## src/rtl/alu_core.sv

```systemverilog
// alu_core: W-bit ALU for the CPU datapath, plus a two-bit flag register.
//
// The result path (rslt, sc_o, cnd, pari, zero) is purely combinational.
// The flag register (sc_q, cnd_q) captures sc_o and cnd on flag_we so the
// next instruction can feed them back as sc_i or use them as a branch
// condition. The ALU itself never feeds sc_q back internally; the caller
// routes it to sc_i when chaining is wanted.
//
// Ports:
//   clk      in   clock, rising edge
//   reset    in   synchronous active-high clear of the flag register
//   alu_cmd  in   [4:0] operation select (0..8 defined, 9..31 NOP)
//   inA      in   [W-1:0] operand A
//   inB      in   [W-1:0] operand B
//   sc_i     in   shift/carry input
//   flag_we  in   capture sc_o/cnd into sc_q/cnd_q on the next edge
//   rslt     out  [W-1:0] combinational result
//   sc_o     out  combinational shift/carry out (carry, borrow, shifted bit)
//   cnd      out  combinational compare condition
//   pari     out  XOR-reduce of rslt
//   zero     out  1 when rslt == 0
//   sc_q     out  registered sc_o
//   cnd_q    out  registered cnd
module alu_core #(
    parameter int W = 8
) (
    input  logic         clk,
    input  logic         reset,
    input  logic [4:0]   alu_cmd,
    input  logic [W-1:0] inA,
    input  logic [W-1:0] inB,
    input  logic         sc_i,
    input  logic         flag_we,
    output logic [W-1:0] rslt,
    output logic         sc_o,
    output logic         cnd,
    output logic         pari,
    output logic         zero,
    output logic         sc_q,
    output logic         cnd_q
);

    localparam logic [4:0] CMD_ADD = 5'd0;
    localparam logic [4:0] CMD_SUB = 5'd1;
    localparam logic [4:0] CMD_AND = 5'd2;
    localparam logic [4:0] CMD_XOR = 5'd3;
    localparam logic [4:0] CMD_CMP = 5'd4;
    localparam logic [4:0] CMD_CEX = 5'd5;
    localparam logic [4:0] CMD_LSL = 5'd6;
    localparam logic [4:0] CMD_LSR = 5'd7;
    localparam logic [4:0] CMD_MOV = 5'd8;

    // Operands widened by one bit so the carry/borrow lands in bit W.
    logic [W:0] a_ext;
    logic [W:0] b_ext;
    logic [W:0] c_ext;
    logic [W:0] sum_w;
    logic [W:0] diff_w;

    assign a_ext  = {1'b0, inA};
    assign b_ext  = {1'b0, inB};
    assign c_ext  = {{W{1'b0}}, sc_i};
    assign sum_w  = a_ext + b_ext + c_ext;
    // inA - inB - sc_i spans [-2^W, 2^W-1], which fits exactly in W+1-bit
    // two's complement, so bit W is the sign and therefore the borrow.
    assign diff_w = a_ext - b_ext - c_ext;

    logic [W-1:0] rslt_d;
    logic         sc_d;
    logic         cnd_d;

    always_comb begin
        rslt_d = '0;
        sc_d   = 1'b0;
        cnd_d  = 1'b0;
        case (alu_cmd)
            CMD_ADD: begin
                rslt_d = sum_w[W-1:0];
                sc_d   = sum_w[W];
            end
            CMD_SUB: begin
                rslt_d = diff_w[W-1:0];
                sc_d   = diff_w[W];
            end
            CMD_AND: rslt_d = inA & inB;
            CMD_XOR: rslt_d = inA ^ inB;
            CMD_CMP: begin
                rslt_d = inA;
                cnd_d  = (inA < inB);
            end
            CMD_CEX: begin
                rslt_d = inA;
                cnd_d  = (inA == inB);
            end
            CMD_LSL: begin
                rslt_d = {inA[W-2:0], sc_i};
                sc_d   = inA[W-1];
            end
            CMD_LSR: begin
                rslt_d = {sc_i, inA[W-1:1]};
                sc_d   = inA[0];
            end
            CMD_MOV: rslt_d = inB;
            default: begin
                rslt_d = '0;
                sc_d   = 1'b0;
                cnd_d  = 1'b0;
            end
        endcase
    end

    assign rslt = rslt_d;
    assign sc_o = sc_d;
    assign cnd  = cnd_d;
    assign pari = ^rslt_d;
    assign zero = (rslt_d == '0);

    // Flag register: reset wins over flag_we, otherwise hold.
    logic flag_sc_q;
    logic flag_cnd_q;
    logic flag_sc_d;
    logic flag_cnd_d;

    always_comb begin
        flag_sc_d  = flag_sc_q;
        flag_cnd_d = flag_cnd_q;
        if (flag_we) begin
            flag_sc_d  = sc_d;
            flag_cnd_d = cnd_d;
        end
    end

    always_ff @(posedge clk) begin
        if (reset) begin
            flag_sc_q  <= 1'b0;
            flag_cnd_q <= 1'b0;
        end else begin
            flag_sc_q  <= flag_sc_d;
            flag_cnd_q <= flag_cnd_d;
        end
    end

    assign sc_q  = flag_sc_q;
    assign cnd_q = flag_cnd_q;

endmodule

```

## config.mk

```make
export PLATFORM = sky130hd
export DESIGN_NAME = alu_core
export DESIGN_NICKNAME = d
export VERILOG_FILES = /design/src/rtl/alu_core.sv
export SDC_FILE = /design/constraint.sdc
export NUM_CORES = 1
export LEC_CHECK = 0
export BUFFER_PORTS_ARGS = -buffer_cell sky130_fd_sc_hd__buf_4
export CAP_MARGIN = 20
export CORE_MARGIN = 4
export CORE_UTILIZATION = 36
export DETAILED_ROUTE_END_ITERATION = 7
export GPL_ROUTABILITY_DRIVEN = 0
export GPL_TIMING_DRIVEN = 1
export HOLD_SLACK_MARGIN = 0.1
export PLACE_DENSITY = 0.62
export SLEW_MARGIN = 20
export SYNTH_ARGS = -nofsm -noshare
export SYNTH_HDL_FRONTEND = slang
export SYNTH_SLANG_ARGS = --single-unit
```

## constraint.sdc

```tcl
create_clock -name clk -period 8.3 [get_ports clk]
set_clock_uncertainty 0.05 [all_clocks]
set_input_delay 1.66 -clock clk [delete_from_list [all_inputs] [get_ports clk]]
set_output_delay 1.66 -clock clk [all_outputs]
set_load 0.05 [all_outputs]
```

Word-level counts from Yosys, hierarchy flattened
Index checks and enable logic that the tools add are counted.

Latch bits: 0. Input bits: 25. Output and inout port bits: 14. RAM bits: 0. Bits in registers: 2. Bits in read-only memories: 0. Logic and storage cells: 25. Memories: 0.

Shift-type cells: 0. Reductions and logical operators: 4. Muxes and demuxes: 3. Order comparisons: 1. Multiply operators: 0. Div/mod/pow operators: 0. Eq/ne operators: 9. $add $sub $neg: 4. Bitwise gates (word level): 2.

Operators by type and width (number): $pmux 8 s8 (1); $eq 5x3->1 const B (4); $eq 5x2->1 const B (2); $add 8x8->9 (1); $add 9x1->9 (1); $sub 8x8->9 (1); $sub 9x1->9 (1); $and 8x8->8 (1); $eq 8x8->1 (1); $logic_not 8->1 (1); $lt 8x8->1 (1); $reduce_xor 8->1 (1); $xor 8x8->8 (1); $eq 5x1->1 const B (1); $eq 5x4->1 const B (1); $logic_not 5->1 (1); $pmux 1 s4 (1); $pmux 1 s2 (1); $reduce_or 2->1 (1).

Longest topological paths before layout
Gate-level depths: netlist of the first run.

Depth after elaboration: 4. Depth in mapped cells: 14. Depth with buffers taken out: 13.

Worst setup path before layout of the first run
No wires, ideal clock.

Kind: input -> output. Start point: in inA[0]. End point: out pari. Required time: 6590 ps. Setup slack: 1917 ps. Arrival time: 4673 ps. Stages on the path: 12. Path through: fa_1 -> inv_1 -> ha_1 -> o21ai_0 -> a31oi_1 -> o22a_1 -> a21oi_1 -> mux2i_1 -> o211a_1 -> ha_1 -> xnor2_1 -> xnor2_1.

Longest elaborated chain between the ends: 4.

Ends and longest elaborated chain: start: declaration (RTL line 30) `input logic [W-1:0] inA,`; $sub 8x8->9 / $add 8x8->9 (equally long branches) (RTL line 66, 63); $sub 9x1->9 / $add 9x1->9 (equally long branches) (RTL line 66, 63); $pmux 8 s8 * (RTL line 76) `case (alu_cmd)`; $reduce_xor 8->1 * (RTL line 115) `assign pari = ^rslt_d;`; end: declaration (RTL line 37) `output logic pari,`.

Every way passes the cells marked *; elsewhere a longest branch is shown, timed or not.

Worst setup path after layout of the first run
Ends and elaborated chain as after synthesis.

==> impl_results.md, run 1 <==
* Final WL at 5310 um
* Peak VDD IR at 0.0000672 V
* Share of cells above drive strength 1 at 17.7%
* CTS buffer count at 3
* CP peak stage delay at 0.59 ns
* Cell Chain, Critical Path: buf_4 > fa_1 > inv_1 > ha_1 > o21ai_0 > and4_1 > nor3_1 > a2111oi_0 > o21a_1 > ha_1 > xnor2_1 > xnor2_1 > buf_4
* 1st-pass router iterations at 4
* Nets at 342
* YS warnings at 0
* Post-CTS Setup Repair Bufs at 0
* Longest Clk Path Bufs at 2
* Post-synthesis sequential area ratio at 2.30%
* Synth Register Bits at 2
* Io pins at 39
* Overflow after GRT at 0
* CTS tree: yes
* Slew headroom at 51.0%
* Final setup margin at 1.81 ns
* Clock root buffer master: clkbuf_8
* Top-area cell type share of the netlist area at 24.4%
* Crit. End Element: output pin
* Area leader, netlist: ha_1
* Top cells by area, synth: ha_1 (24%), inv_1 (8.4%), a21oi_1 (4.6%)
* Mapped Cells at 242
* Detailed Route Iter0 Violations at 145
* Final period util at 78.2%
* Synth unique cells at 54
* Dominant cell by count in the synthesized netlist: inv_1
* Routed Antenna Nets at 0
* Core Rows at 25
* Clk slew on worst S/H paths at 0.03 ns
* Starting Density at 37.1%
* WP data arrival at 4.78 ns
* Final-report hold violation count at 0
* GR met3 Demand/Resource at 2.32%
* Asr flop ratio synth at 0%
* CTS Sinks at 2
* P&R area growth vs syn at 20.8%
* Final core utilization at 44.8%
* Avg Cell Area, Syn at 7.20 sq um
* H-tree Lvls at 1
* Final worst path period need at 6.49 ns
* Required @ worst endpoint at 6.59 ns
* Met2 Usage GRT at 25.5%
* Hold path depth at 2
* Post-place setup slack at 1.87 ns
* Resized Gates After CTS at 0
* DR vias/cell at 5.78
* Slowest-stage cell, CP: a2111oi_0
* Reg-to-reg setup timing slack at 7.61 ns
* Core ar. at 4690 sq um
* Synth Cell Area at 1740 sq um
* Largest net degree at the start of global routing at 14
* PwrDens at 103 nW/um^2
* Die Area at 6010 sq um
* Initial antenna violation count at 0
* Reg-to-Reg Start: sc_q$_SDFFE_PP0P_
* Worst slew pin tran at 0.717 ns
* Main synth FF type: dfxtp_1
* WS Path Type: in2out
* Hold Buf Count CTS at 0
* R2R Path End: sc_q$_SDFFE_PP0P_
* Worst Hold End: cnd_q$_SDFFE_PP0P_
* GRT Max-Usage Layer: met1
* Via count at 1912
* Cells after DPL at 328
* Hold Path Class: reg2reg
* Die width at 77.6 um
* Status: complete, no violations
* Met1 GRT Util at 27.0%
* Synth Net Count at 305
* First-pass GRT wire length at 8480 um
* Max Cap Violations at 0
* Number of flops mapped to enable cells by yosys at 0
* Max FO, Critical Path at 7
* Post-detailed-route wirelength per cell at 16.0 um
* Final setup vio count at 0
* Setup TNS at 0 ns
* Leakage at 0.00101 uW
* Die Height at 77.6 um
* Crit path launch type: input pin
* DRC Markers at 0
* Gr usage total at 17.4%
* RSZ-0062 raised after global routing: false
* R2R depth at 3
* Detail Placement HPWL at 4250 um
* Final cell count without fillers at 331
* Hold Startpoint: cnd_q$_SDFFE_PP0P_
* Skew-Pair Late Insertion Delay at 0.22 ns
* Synth top cells by count: inv_1 (39), ha_1 (34), nand2_1 (17), nor2_1 (17), a21oi_1 (16)
* ANT cells at 0
* Max Transition Viols Final at 0
* Vias in the first global route at 1684
* IO Port Bufs at 38
* Fmax at 154 MHz
cell type report:
| class | instances | area (sq um) |
|---|---|---|
| inverter | 39 | 146 |
| tap | 54 | 67.6 |
| timing repair buffer | 38 | 285 |
| multi-input combinational | 195 | 1520 |
| sequential | 2 | 40.0 |
| fill | 485 | 2590 |
| clock buffer | 3 | 41.3 |
layer usage:
metal	wire length, um	part of all wire [%]	up-vias
li1	-	-	950
met3	432	8.1	4
met2	2310	43	85
met5	0	0	-
met4	43	0.81	0
met1	2530	48	873
metrics by stage:
| stage | instance area (sq um) | power [uW] | hold WS, ns |
|---|---|---|---|
| global route | 2100 | 233 | 0.457 |
| finish | 2100 | 216 | 0.419 |
| floorplan | 1740 | 126 | 0.628 |
| detailed placement | 2060 | 175 | 0.413 |
| CTS | 2100 | 216 | 0.418 |
| global placement | 2060 | 174 | 0.400 |
critical path: cells and delay by family:
family / cells / cell delay, ns
and+or+nand+nor: 2 / 0.28
buffers and inverters: 3 / 0.41
xor gates and xnor gates: 2 / 0.32
adders and majority gates: 3 / 0.98
AOI/OAI and AO/OA: 3 / 1.11
state kept, by name, summed over array words and instances, names as in the netlist:
signal  cells
cnd_q       1
sc_q        1
cell usage in the layout (no fill, tap or decap), drive strengths merged, types with 4 or more instances in the layout:
cell    instances
a22oi           6
a21oi          16
buf            38
nand2          17
nor3            8
nand3           5
o221ai          4
o211ai          4
nor2           17
inv            39
ha             34
o21ai          10
and3            4
xnor2           8
fa              4
worst max path at each step:
| stage | startpoint | slack [ns] | cells past startpoint | endpoint |
|---|---|---|---|---|
| floorplan | inA[0] | 1.92 | 12 | pari |
| global placement | inA[0] | 1.93 | 13 | pari |
| finish | inA[0] | 1.81 | 13 | pari |
| global route | inA[0] | 1.56 | 13 | pari |
| detailed placement | inA[0] | 1.87 | 13 | pari |
| CTS | inA[0] | 1.86 | 13 | pari |
power by group:
group / leakage, uW / internal (uW) / switching (uW)
Clock: 0.0000216 / 30.7 / 8.62
Sequential: 0.0000163 / 10.0 / 0.145
Combinational: 0.000973 / 63.0 / 103
Total: 0.00101 / 104 / 112
cells by family after synthesis:
family | count (synthesis) | share of synthesized area (%)
xor+xnor | 11 | 5.53
simple gates | 73 | 22.3
compound gates | 71 | 29.4
fa+ha+maj | 38 | 29.0
flops | 2 | 2.30
buf+inv | 45 | 10.3
mux | 2 | 1.15
No activity file was read; power rests on OpenSTA's default activity.
==> inputs of run 2 (changes only) <==
ABC_AREA = 1   (was unset)
PLACE_DENSITY = 0.63   (was 0.62)
clock period = 5.8 ns   (was 8.3 ns; I/O delays follow)
==> impl_results.md, run 2 <==
* Status: complete, no violations
* Via count at 2082 (+8.9%)
* Die width at 82.0 um (+5.7%)
* Dominant cell by count in the synthesized netlist: nand2_1
* Synth Cell Area at 1970 sq um (+13%)
* Crit-path most repeated cell: nand2_1
* DRC Markers at 0 (unchanged)
* WS Path Type: in2out
* Synth unique cells at 40 (-26%)
* Clock root buffer master: clkbuf_8
* Largest net degree at the start of global routing at 10 (-4)
* RSZ-0062 raised after global routing: false
* Critical Path Start: inB[0]
* Asr flop ratio synth at 0% (unchanged)
* Top-area cell type share of the netlist area at 21.6% (-2.8 points)
* Core ar. at 5200 sq um (+11%)
* Number of flops mapped to enable cells by yosys at 0 (unchanged)
* Final period util at 86.6%
* Avg Cell Area, Syn at 6.08 sq um (-15%)
* Post-place setup slack at 0.802 ns (-1.07 ns)
* Final-report hold violation count at 0 (unchanged)
* Peak VDD IR at 0.0000856 V (+27%)
* Longest Clk Path Bufs at 2 (unchanged)
* H-tree Lvls at 1 (unchanged)
* Synth Register Bits at 2 (unchanged)
* Leakage at 0.00130 uW (+28%)
* Die Height at 82.0 um (+5.7%)
* Max Transition Viols Final at 0 (unchanged)
* Io pins at 39 (unchanged)
* Reg-to-Reg Start: cnd_q$_SDFFE_PP0P_
* Nets at 430 (+26%)
* Vias in the first global route at 1982 (+18%)
* Post-synthesis sequential area ratio at 2.03% (-0.27 points)
* Setup TNS at 0 ns (unchanged)
* Design Power at 309 uW (+44%)
* Synth top cells by count: nand2_1 (81), inv_1 (58), ha_1 (34), nor2_1 (28), nand3_1 (21)
* Fmax at 199 MHz
* Post-CTS Setup Repair Bufs at 0 (unchanged)
* Crit. End Element: output pin
* Slew headroom at 74.7% (+24 points)
* Cell Chain, Critical Path: buf_4 > inv_1 > fa_1 > fa_1 > inv_1 > nand2_1 > nand2_1 > nand2_1 > nand2_1 > nand3_1 > nand2_1 > nand3_1 > nand2_1 > nor2b_4 > ha_1 > xnor2_1 > xnor2_1 > buf_4
* Initial antenna violation count at 0 (unchanged)
* ANT cells at 0 (unchanged)
* CTS buffer count at 3 (unchanged)
* Crit path launch type: input pin
* Main synth FF type: dfxtp_1
* Worst slew pin tran at 0.377 ns (-0.339 ns)
* R2R Path End: cnd_q$_SDFFE_PP0P_
* CP peak stage delay at 0.46 ns (-0.13 ns)
* Detailed Route Iter0 Violations at 154 (+6.2%)
* Post-detailed-route wirelength per cell at 12.4 um (-23%)
* Final worst path period need at 5.02 ns
* Resized Gates After CTS at 0 (unchanged)
* PwrDens at 130 nW/um^2 (+27%)
* YS warnings at 0 (unchanged)
* Clk slew on worst S/H paths at 0.03 ns (about the same)
* Core Rows at 26 (+4.0%)
* WP data arrival at 3.81 ns (-0.97 ns)
* Max Cap Violations at 0 (unchanged)
* Hold Buf Count CTS at 0 (unchanged)
* Overflow after GRT at 0 (unchanged)
* Skew-Pair Late Insertion Delay at 0.21 ns (about the same)
* Die Area at 6720 sq um (+12%)
* CTS Sinks at 2 (unchanged)
* DR vias/cell at 4.79 (-17%)
* Final WL at 5400 um (+1.7%)
* Max FO, Critical Path at 4 (-3)
* Most frequent cells in the layout: nand2_1 (81), inv_1 (58), buf_4 (38)
* Synth Net Count at 387 (+27%)
* IO Port Bufs at 38 (unchanged)
* Reg-to-reg setup timing slack at 5.12 ns (-2.49 ns)
* Required @ worst endpoint at 4.59 ns (-2.00 ns)
* Mapped Cells at 324 (+34%)
* CTS tree: yes
* Final setup vio count at 0 (unchanged)
* CP endpoint: pari
* P&R area growth vs syn at 21.0%
* Slowest-stage cell, CP: fa_1
* Hold Path Class: reg2reg
* Starting Density at 37.9% (+0.74 points)
* 1st-pass router iterations at 4 (unchanged)
* Share of cells above drive strength 1 at 22.5% (+4.8 points)
* Commonest non-fill, non-tap cell in the layout: nand2_1
* Detail Placement HPWL at 4710 um (+11%)
* Final setup margin at 0.776 ns (-1.03 ns)
* Top cells by area, synth: ha_1 (22%), nand2_1 (15%), inv_1 (11%)
* First-pass GRT wire length at 9110 um (+7.5%)
* Gr usage total at 16.8% (-0.66 points)
* R2R depth at 4 (+1)
* Routed Antenna Nets at 0 (unchanged)
* Area leader, netlist: ha_1
[run 2: cell types whose count changed after synthesis, sizes merged, moves of 4 or more]
cell,previous run,this run
nor3,8,4
o221ai,4,0
a22oi,6,0
nand2,17,85
o21ai,10,16
xnor2,8,2
inv,39,69
nand3,5,26
nor2,17,37
and3,4,0
[run 2: cells by family after synthesis]
kind of cell | synth area share [%]
AND/OR/NAND/NOR | 40.8
buffers and inverters | 13.1
AO/OA/AOI/OAI | 16.6
adder cells (fa/ha/maj) | 25.7
XOR/XNOR | 1.78
flip-flops | 2.03
[run 2: how the worst min path moves through the flow]
stage	start	cells after the start	slack, ns	end
floorplan	cnd_q$_SDFFE_PP0P_	4	0.71	cnd_q$_SDFFE_PP0P_
global placement	cnd_q$_SDFFE_PP0P_	4	0.49	cnd_q$_SDFFE_PP0P_
detailed placement	cnd_q$_SDFFE_PP0P_	4	0.50	cnd_q$_SDFFE_PP0P_
CTS	sc_q$_SDFFE_PP0P_	4	0.52	sc_q$_SDFFE_PP0P_
global route	cnd_q$_SDFFE_PP0P_	4	0.55	cnd_q$_SDFFE_PP0P_
finish	sc_q$_SDFFE_PP0P_	4	0.52	sc_q$_SDFFE_PP0P_
[run 2: final cells by class]
cell class              instances  area (sq um)
fillers                       582          2820
multi-input cells             253          1670
repair buffers                 38           285
inverters                      69           259
well taps                      70          87.6
clock buffers                   3          41.3
flip-flops and latches          2          40.0
[run 2: stage by stage]
stage | std cells | hold slack [ns] | area, sq um | util [%]
after detailed placement | 432 | 0.495 | 2340 | 45.0
after global placement | 432 | 0.488 | 2340 | 45.0
after CTS | 435 | 0.519 | 2380 | 45.8
final | 435 | 0.519 | 2380 | 45.8
after floorplan | 324 | 0.710 | 1970 | -
after global routing | 435 | 0.551 | 2380 | 45.8
[run 2: worst max-delay path: cells and delay by family]
kind / cells / cell delay [ns]
and+or+nand+nor: 9 / 0.65
xor gates and xnor gates: 2 / 0.35
buffers and inverters: 4 / 0.47
adders and majority gates: 3 / 1.18
[run 2: where the power goes]
part / leakage, uW / total [uW] / switching (uW) / internal, uW
logic: 0.00126 / 241 / 156 / 85.5
clock network: 0.0000216 / 53.1 / 9.36 / 43.7
registers: 0.0000165 / 15.0 / 0.368 / 14.6
[run 2: metal layers]
layer	up-vias	share of wire (%)	track usage, %
met4	0	2.5	5.48
met1	905	46	22.3
met2	50	48	28.4
li1	1115	-	-
met5	-	0	0
met3	12	3.8	1.43
==> inputs of run 3 (changes only) <==
CORE_ASPECT_RATIO = 0.7   (was unset)
==> impl_results.md, run 3 (synthesis results as in run 2) <==
* Status: complete, no violations
* Final period util at 87.0% (+0.40 points)
* P&R area growth vs syn at 21.1%
* Largest net degree at the start of global routing at 10 (unchanged)
* Overflow after GRT at 0 (unchanged)
* First-pass GRT wire length at 9650 um (+5.8%)
* Setup TNS at 0 ns (unchanged)
* Most frequent cells in the layout: nand2_1 (81), inv_1 (58), buf_4 (38)
* WS Path Type: in2out
* Max Cap Violations at 0 (unchanged)
* 1st-pass router iterations at 4 (unchanged)
* Final worst path period need at 5.05 ns (+0.0232 ns)
* DR vias/cell at 4.96 (+3.7%)
* Initial antenna violation count at 0 (unchanged)
* ANT cells at 0 (unchanged)
* Final-report hold violation count at 0 (unchanged)
* Starting Density at 37.5% (-0.38 points)
* Routed Antenna Nets at 0 (unchanged)
* Core ar. at 5260 sq um (+1.0%)
* CTS buffer count at 3 (unchanged)
* Final hold slack at 0.508 ns (-0.0105 ns)
* Clk slew on worst S/H paths at 0.02 ns (about the same)
* Post-detailed-route wirelength per cell at 13.0 um (+4.9%)
* Leakage at 0.00130 uW (unchanged)
* Commonest non-fill, non-tap cell in the layout: nand2_1
* Final setup margin at 0.752 ns (-0.0232 ns)
* Die Height at 69.9 um (-15%)
* Crit path launch type: input pin
* Max Transition Viols Final at 0 (unchanged)
* Core Rows at 22 (-15%)
* Hold Buf Count CTS at 0 (unchanged)
* Nets at 430 (unchanged)
* DRC Markers at 0 (unchanged)
* Via count at 2168 (+4.1%)
* Die Area at 6740 sq um (+0.28%)
* RSZ-0062 raised after global routing: false
* Crit. End Element: output pin
* Share of cells above drive strength 1 at 22.5% (unchanged)
* H-tree Lvls at 1 (unchanged)
* Post-CTS Setup Repair Bufs at 0 (unchanged)
* WP data arrival at 3.84 ns (+0.03 ns)
* Die width at 96.4 um (+18%)
* Longest Clk Path Bufs at 2 (unchanged)
* Detailed Route Iter0 Violations at 139 (-9.7%)
* Resized Gates After CTS at 0 (unchanged)
* Clock root buffer master: clkbuf_8
* Skew-Pair Late Insertion Delay at 0.21 ns (about the same)
* Final setup vio count at 0 (unchanged)
* Slew headroom at 76.5% (+1.9 points)
* PwrDens at 131 nW/um^2 (+1.2%)
* Hold Path Class: reg2reg
* Detail Placement HPWL at 4860 um (+3.2%)
* Peak VDD IR at 0.0000885 V (+3.4%)
* Vias in the first global route at 2064 (+4.1%)
* Worst slew pin tran at 0.351 ns (-0.0259 ns)
* Fmax at 198 MHz (-0.46%)
* CTS Sinks at 2 (unchanged)
* Design Power at 314 uW (+1.3%)
* CTS tree: yes
* IO Port Bufs at 38 (unchanged)
* Required @ worst endpoint at 4.59 ns (about the same)
* Io pins at 39 (unchanged)
* Final WL at 5690 um (+5.4%)
* Gr usage total at 17.6% (+0.78 points)
* Max FO, Critical Path at 5 (+1)
* Post-place setup slack at 0.766 ns (-0.0361 ns)
## run 3: cell counts in the layout (fill, tap and decap cells not counted)
No cell type changed its count.
## run 3: through the flow
stage,instance area [sq um],util [%],std cells
detailed placement,2350,44.6,434
finish,2390,45.4,437
global placement,2350,44.6,434
global route,2390,45.4,437
floorplan,1970,-,324
CTS,2390,45.4,437
## run 3: layer usage
layer  share of wire, %  vias up  track usage (%)
met5                  0        -                0
met4                  0        0             2.33
met3                7.2        0             2.37
met2                 43       64             25.6
met1                 50      983             27.6
li1                   -     1121                -
## run 3: worst max-delay path, stage by stage
cell and delay [ns]:
buf_4 0.14, fa_1 0.46, fa_1 0.44, nand3_1 0.15, nand2_2 0.09, a21oi_2 0.20
or2_1 0.14, nand3_2 0.06, nor2b_4 0.15, ha_1 0.30, xnor2_1 0.19, xnor2_1 0.14
buf_4 0.21
## run 3: path summary, 6_finish.rpt
| path | from | endpoint | slack (ns) | cells after the start |
|---|---|---|---|---|
| setup / recovery | inA[0] | pari | 0.75 | 13 |
| hold / removal | cnd_q$_SDFFE_PP0P_ | cnd_q$_SDFFE_PP0P_ | 0.51 | 4 |
| setup reg to reg | sc_q$_SDFFE_PP0P_ | sc_q$_SDFFE_PP0P_ | 5.11 | 4 |
| hold reg to reg | cnd_q$_SDFFE_PP0P_ | cnd_q$_SDFFE_PP0P_ | 0.51 | 4 |
## run 3: final cells by class
class	instances	area, sq um
fill	560	2870
sequential	2	40.0
timing repair buffer	38	285
tap	72	90.1
clock buffer	3	41.3
multi-input combinational	253	1670
inverter	69	259
## run 3: where the power goes
| group | internal, uW | switching [uW] |
|---|---|---|
| clock network | 43.9 | 10.7 |
| logic | 85.6 | 158 |
| registers | 14.6 | 0.343 |
| total | 144 | 170 |
